### config.mk
export PLATFORM = sky130hd
export DESIGN_NAME = bullet_controller_flat
export DESIGN_NICKNAME = d
export VERILOG_FILES = /design/src/rtl/bullet_controller_if.sv /design/src/rtl/bullet_controller.sv /design/src/flat_wrapper.sv
export SDC_FILE = /design/constraint.sdc
export NUM_CORES = 1
export LEC_CHECK = 0
export CAP_MARGIN = 5
export CELL_PAD_IN_SITES_DETAIL_PLACEMENT = 2
export CELL_PAD_IN_SITES_GLOBAL_PLACEMENT = 2
export CORE_MARGIN = 10
export CORE_UTILIZATION = 29
export CTS_CLUSTER_SIZE = 30
export DETAILED_ROUTE_END_ITERATION = 16
export MAX_ROUTING_LAYER = met4
export PLACE_DENSITY = 0.82
export SYNTH_ARGS = -nofsm -noshare
export SYNTH_HDL_FRONTEND = slang
export SYNTH_SLANG_ARGS = --single-unit
### constraint.sdc
create_clock -name Clk -period 7 [get_ports Clk]
set_clock_uncertainty 0.1 [all_clocks]
set_input_delay 0.7 -clock Clk [delete_from_list [all_inputs] [get_ports Clk]]
set_output_delay 0.7 -clock Clk [all_outputs]
set_load 0.03 [all_outputs]
### src/rtl/bullet_controller_if.sv
// Bullet slot interface: fire request, spawn data and collision input from
// the game logic, plus the renderer-facing bullet outputs.
interface bullet_controller_if;
   logic        fire;
   logic [1:0]  dir;
   logic [10:0] SpawnX;
   logic [10:0] SpawnY;
   logic        hit;
   logic [10:0] BulletX;
   logic [10:0] BulletY;
   logic [10:0] BulletRadius;
   logic [15:0] BulletColor;
   logic        BulletActive;
   logic        ready;

   // Game logic side: issues fire/spawn/hit, observes the bullet.
   modport master (
      output fire, dir, SpawnX, SpawnY, hit,
      input  BulletX, BulletY, BulletRadius, BulletColor, BulletActive, ready
   );

   // Bullet controller side.
   modport slave (
      input  fire, dir, SpawnX, SpawnY, hit,
      output BulletX, BulletY, BulletRadius, BulletColor, BulletActive, ready
   );
endinterface

### src/rtl/bullet_controller.sv
// One bullet slot: spawns on an accepted fire request, moves SPEED pixels per
// frame tick along the latched direction, retires on a hit or when the next
// step would leave the screen, then holds off new fires for COOLDOWN ticks.
module bullet_controller #(
   parameter int unsigned SCREEN_W = 640,
   parameter int unsigned SCREEN_H = 480,
   parameter int unsigned SPEED    = 4,
   parameter int unsigned RADIUS   = 3,
   parameter logic [15:0] COLOR    = 16'hFFE0,
   parameter int unsigned COOLDOWN = 8
) (
   input  logic                 Clk,
   input  logic                 Reset,
   input  logic                 frame_clk,
   bullet_controller_if.slave   bus
);

   typedef enum logic {
      IDLE   = 1'b0,
      ACTIVE = 1'b1
   } state_t;

   localparam logic [10:0] W_LIMIT   = 11'(SCREEN_W);
   localparam logic [10:0] H_LIMIT   = 11'(SCREEN_H);
   localparam logic [11:0] X_MAX     = 12'(SCREEN_W - 1);
   localparam logic [11:0] Y_MAX     = 12'(SCREEN_H - 1);
   localparam logic [11:0] STEP      = 12'(SPEED);
   localparam logic [10:0] RADIUS_V  = 11'(RADIUS);
   localparam logic [7:0]  COOL_INIT = 8'(COOLDOWN);

   state_t      state_q, state_d;
   logic [10:0] x_q, x_d;
   logic [10:0] y_q, y_d;
   logic [1:0]  dir_q, dir_d;
   logic [7:0]  cooldown_q, cooldown_d;
   logic        frame_q, frame_d;

   logic        tick;
   logic        ready_c;
   logic        step_neg;
   logic        step_on_x;
   logic [10:0] axis_pos;
   logic [11:0] next_pos;
   logic [11:0] axis_max;
   logic        off_screen;

   // Rising edge of the vertical sync level gives one move opportunity per frame.
   assign frame_d = frame_clk;
   assign tick    = frame_clk & ~frame_q;

   // Fire is accepted only when idle, cooled down, and spawning on screen.
   assign ready_c = (state_q == IDLE) && (cooldown_q == 8'd0) &&
                    (bus.SpawnX < W_LIMIT) && (bus.SpawnY < H_LIMIT);

   // Candidate next position on the travel axis, in 12-bit signed arithmetic
   // so that stepping past zero shows up as a set sign bit.
   always_comb begin
      step_on_x  = dir_q[1];
      step_neg   = ~dir_q[0];
      axis_pos   = step_on_x ? x_q : y_q;
      axis_max   = step_on_x ? X_MAX : Y_MAX;
      next_pos   = step_neg ? ({1'b0, axis_pos} - STEP) : ({1'b0, axis_pos} + STEP);
      off_screen = next_pos[11] || (next_pos > axis_max);
   end

   // Next-state and register update logic for the bullet lifetime FSM.
   always_comb begin
      // NOTE: every signal gets a default first so no path leaves it unassigned (no latches).
      state_d    = state_q;
      x_d        = x_q;
      y_d        = y_q;
      dir_d      = dir_q;
      cooldown_d = cooldown_q;
      case (state_q)
         IDLE: begin
            if (bus.fire && ready_c) begin
               // A tick in the accept cycle is swallowed; the bullet appears at spawn.
               state_d = ACTIVE;
               x_d     = bus.SpawnX;
               y_d     = bus.SpawnY;
               dir_d   = bus.dir;
            end else if (tick && (cooldown_q != 8'd0)) begin
               cooldown_d = cooldown_q - 8'd1;
            end
         end
         ACTIVE: begin
            if (bus.hit) begin
               state_d    = IDLE;
               cooldown_d = COOL_INIT;
            end else if (tick) begin
               if (off_screen) begin
                  // Retire without moving; the last on-screen position is kept.
                  state_d    = IDLE;
                  cooldown_d = COOL_INIT;
               end else if (step_on_x) begin
                  x_d = next_pos[10:0];
               end else begin
                  y_d = next_pos[10:0];
               end
            end
         end
         default: state_d = IDLE;
      endcase
   end

   // State registers with asynchronous active-high reset.
   always_ff @(posedge Clk or posedge Reset) begin
      if (Reset) begin
         state_q    <= IDLE;
         x_q        <= 11'd0;
         y_q        <= 11'd0;
         dir_q      <= 2'd0;
         cooldown_q <= 8'd0;
         frame_q    <= 1'b0;
      end else begin
         // NOTE: non-blocking assignments so all flops update from pre-edge values.
         state_q    <= state_d;
         x_q        <= x_d;
         y_q        <= y_d;
         dir_q      <= dir_d;
         cooldown_q <= cooldown_d;
         frame_q    <= frame_d;
      end
   end

   assign bus.BulletX      = x_q;
   assign bus.BulletY      = y_q;
   assign bus.BulletActive = (state_q == ACTIVE);
   assign bus.BulletRadius = (state_q == ACTIVE) ? RADIUS_V : 11'd0;
   assign bus.BulletColor  = COLOR;
   assign bus.ready        = ready_c;

endmodule

### src/flat_wrapper.sv
// flat-port wrapper written by rule: the top's interface ports become plain ports
module bullet_controller_flat 
#(
   parameter int unsigned SCREEN_W = 640,
   parameter int unsigned SCREEN_H = 480,
   parameter int unsigned SPEED    = 4,
   parameter int unsigned RADIUS   = 3,
   parameter logic [15:0] COLOR    = 16'hFFE0,
   parameter int unsigned COOLDOWN = 8
)
  (Clk, Reset, frame_clk, bus_fire, bus_dir, bus_SpawnX, bus_SpawnY, bus_hit, bus_BulletX, bus_BulletY, bus_BulletRadius, bus_BulletColor, bus_BulletActive, bus_ready);
  bullet_controller_if bus_i ();
  input  logic Clk;
  input  logic Reset;
  input  logic frame_clk;
  input wire logic [$bits(bus_i.fire)-1:0] bus_fire;
  input wire logic [$bits(bus_i.dir)-1:0] bus_dir;
  input wire logic [$bits(bus_i.SpawnX)-1:0] bus_SpawnX;
  input wire logic [$bits(bus_i.SpawnY)-1:0] bus_SpawnY;
  input wire logic [$bits(bus_i.hit)-1:0] bus_hit;
  output wire logic [$bits(bus_i.BulletX)-1:0] bus_BulletX;
  output wire logic [$bits(bus_i.BulletY)-1:0] bus_BulletY;
  output wire logic [$bits(bus_i.BulletRadius)-1:0] bus_BulletRadius;
  output wire logic [$bits(bus_i.BulletColor)-1:0] bus_BulletColor;
  output wire logic [$bits(bus_i.BulletActive)-1:0] bus_BulletActive;
  output wire logic [$bits(bus_i.ready)-1:0] bus_ready;
  assign bus_i.fire = bus_fire;
  assign bus_i.dir = bus_dir;
  assign bus_i.SpawnX = bus_SpawnX;
  assign bus_i.SpawnY = bus_SpawnY;
  assign bus_i.hit = bus_hit;
  assign bus_BulletX = bus_i.BulletX;
  assign bus_BulletY = bus_i.BulletY;
  assign bus_BulletRadius = bus_i.BulletRadius;
  assign bus_BulletColor = bus_i.BulletColor;
  assign bus_BulletActive = bus_i.BulletActive;
  assign bus_ready = bus_i.ready;
  bullet_controller #(.SCREEN_W(SCREEN_W), .SCREEN_H(SCREEN_H), .SPEED(SPEED), .RADIUS(RADIUS), .COLOR(COLOR), .COOLDOWN(COOLDOWN)) u_core (.Clk(Clk), .Reset(Reset), .frame_clk(frame_clk), .bus(bus_i));
endmodule
==> metrics.cfg <==
[synth]
synth-main-ff-cell = dfrtp_1
synth_cell_types = 42
synth.avg_cell_area_um2 = 9.172
seq_area_frac_synth_pct = 34.10
synth_cells = 272
ys_seq_elements = 34
synth_top_area_share_pct = 34.10
synth.area.top_cells = dfrtp_1 (34%), buf_4 (8.1%), ha_1 (7.5%)
synth_area_um2 = 2495
synth-async-reset-ratio_pct = 100.0
synth_warnings = 0
yosysTopAreaCell = dfrtp_1
synth_edf_count = 0

[critical_path]
start_kind = flip-flop
r2r_cells = 14
endpoint = u_core.bus.BulletY[5]
worstPathArrival_ns = 4.95
rrSetupSlack_ns = 2.14
crit_type = reg2reg
startpoint = u_core.dir_q[1]
worstPathMaxFanout = 17
reg2reg_from = u_core.dir_q[1]
r2r-end = u_core.bus.BulletY[5]
cp-end-kind = flip-flop
cp_data_required_time_ns = 7.08

[routing]
vias = 2141
dr.first_iter.drc_count = 61
wl_um = 8103
highest_layer = met4
dr_wl_met3_um = 410
drc = 0
wl_met2_um = 4033
first_pass_iters = 4
met1_length_um = 3485
wl_per_cell_um = 18.84
via_per_inst = 4.979
ant_nets = 0

[floorplanning]
initial_core_util_pct = 30.06
die_h_um = 112.8
rows = 33
die_w_um = 112.8
core_area_um2 = 8299
die_area_um2 = 12710
pin_count = 80

[global_routing]
grt_max_degree = 43
antenna_found_initial = 0
grt_pass1_vias = 2572
globalRoute.totalOverflow = 0
grt_use_total_pct = 13.23
grt_pass1_wl_um = 13350

[place]
place_inst = 422
dp_hpwl_um = 6345
placement.io_buffers = 54
gp_congestion = 0.7846

[sta]
tns_ns = 0
setup_viol = 0
fin_hold_ws_ns = 0.4077
tightest_slew_ns = 0.9126
fmax_mhz = 205.6
finalMaxSlewViolations = 0
rsz0062_at_grt = no
min_period_over_period_pct = 69.47
relSlewSlack_pct = 39.13
fin_crit_ns = 4.863
hold_viol_final = 0

[clock_network]
cts-root-buf = clkbuf_8
insertion_delay_ns = 0.30
clk_pin_slew_ns = 0.07
ctsHtreeMaxLevel = 2
clock-sinks = 34
cts_buffer_depth = 2
numCtsBuffers = 5
postCtsSetupRepairBufs = 0
cts_hold_buffers = 0
cts_tree = done
cts_resized = 0

[power]
max-vdd-ir-drop_uv = 100.9
power_leakage_nw = 1.500
total_power_mw = 1.219
power.density_nw_per_um2 = 389.4

[cells_and_area]
final_core_util_pct = 37.71
nNetsFinal = 369
layout.cells.non_filler = 430
area_growth_pct = 25.43
antennaDiodeCount = 0
drive_gt1_share_pct = 11.38

[worst_hold_path]
worstHoldStart = u_core.cooldown_q[0]
hp-class = reg2reg

[run]
drv_cap = 0

[outcome]
status = finished clean

-- through the flow --
step	cell area, µm²	setup slack [ns]
after floorplan	2581	2.898
after global placement	3038	2.365
after detailed placement	3038	2.156
after CTS	3129	2.173
after global routing	3129	1.963
final	3129	2.137
-- per-layer routing --
metal | vias up | track usage, %
li1 | 997 | -
met1 | 1069 | 15.00
met2 | 65 | 21.85
met3 | 10 | 3.592
met4 | 0 | 4.907
met5 | - | -
-- state kept, by name (all words and copies together) (netlist names) --
name	cells
u_core.cooldown_q	8
u_core.bus.BulletY	11
u_core.bus.BulletActive	1
u_core.dir_q	2
u_core.bus.BulletX	11
u_core.frame_q	1
-- synthesized netlist by cell type, types with 2 or more instances --
master / count
inv_1: 24
dfrtp_1: 34
a21oi_1: 15
buf_4: 27
xor2_1: 3
nand2_1: 19
conb_1: 2
nor2_1: 16
ha_1: 15
o21a_1: 4
clkbuf_1: 6
nand4_1: 3
o31ai_1: 2
o21ai_4: 2
nand2b_1: 4
mux2_2: 16
mux2_4: 6
a31oi_1: 6
o21ai_0: 28
nand3_1: 4
nor3_1: 6
and2_1: 3
a41oi_1: 2
mux2i_1: 4
xnor2_1: 4
-- placed cells by master (no fill, tap or decap), drive strengths merged, types with 5 or more instances in the layout --
| master | n |
|---|---|
| o21ai | 30 |
| mux2i | 5 |
| clkdlybuf4s50 | 54 |
| nor3 | 6 |
| mux2 | 22 |
| nor2 | 16 |
| conb | 25 |
| inv | 24 |
| ha | 15 |
| a21oi | 15 |
| clkbuf | 7 |
| dfrtp | 34 |
| a31oi | 6 |
| nand2 | 19 |
-- cells by family after synthesis --
logic type | synth area share (%)
AOI/OAI and AO/OA | 18.15
xor gates and xnor gates | 2.457
muxes | 12.99
other | 0.3010
and+or+nand+nor | 10.83
adders and majority gates | 8.325
buffers and inverters | 12.84
DFF | 34.10
-- final cells by class --
type | count | area [µm²]
Fill cell | 939 | 5170
Tap cell | 105 | 131.4
Sequential cell | 34 | 850.8
Timing Repair Buffer | 56 | 555.5
Clock inverter | 1 | 5.005
Clock buffer | 7 | 86.33
Inverter | 24 | 90.09
Multi-Input combinational cell | 203 | 1410
-- worst min path at each step --
| stage | end | slack [ns] | depth (start not counted) |
|---|---|---|---|
| 2_1_floorplan | u_core.cooldown_q[0] | 0.36 | 1 |
| 3_3_place_gp | u_core.cooldown_q[0] | 0.40 | 1 |
| 3_5_place_dp | u_core.cooldown_q[0] | 0.40 | 1 |
| 4_1_cts | u_core.cooldown_q[0] | 0.41 | 1 |
| 5_1_grt | u_core.cooldown_q[0] | 0.45 | 1 |
| 6_report | u_core.cooldown_q[0] | 0.41 | 1 |
-- critical path: stages (launching register included) --
cell      delay, ns
dfrtp_1        0.79
mux2i_2        0.48
inv_1          0.10
fa_1           0.43
a211oi_1       0.44
o21ai_0        0.15
a21oi_1        0.20
xnor2_1        0.24
ha_1           0.33
nand4_1        0.11
nor2_1         0.06
a41o_1         0.25
o2111a_4       0.33
o21ai_4        0.37
mux2_2         0.39
-- report_power, final --
group	internal, mW	switching, mW
logic	0.302	0.418
clock network	0.0794	0.0756
registers	0.265	0.0781
total	0.647	0.572
Note: power is estimated with default switching activity, not from simulation.
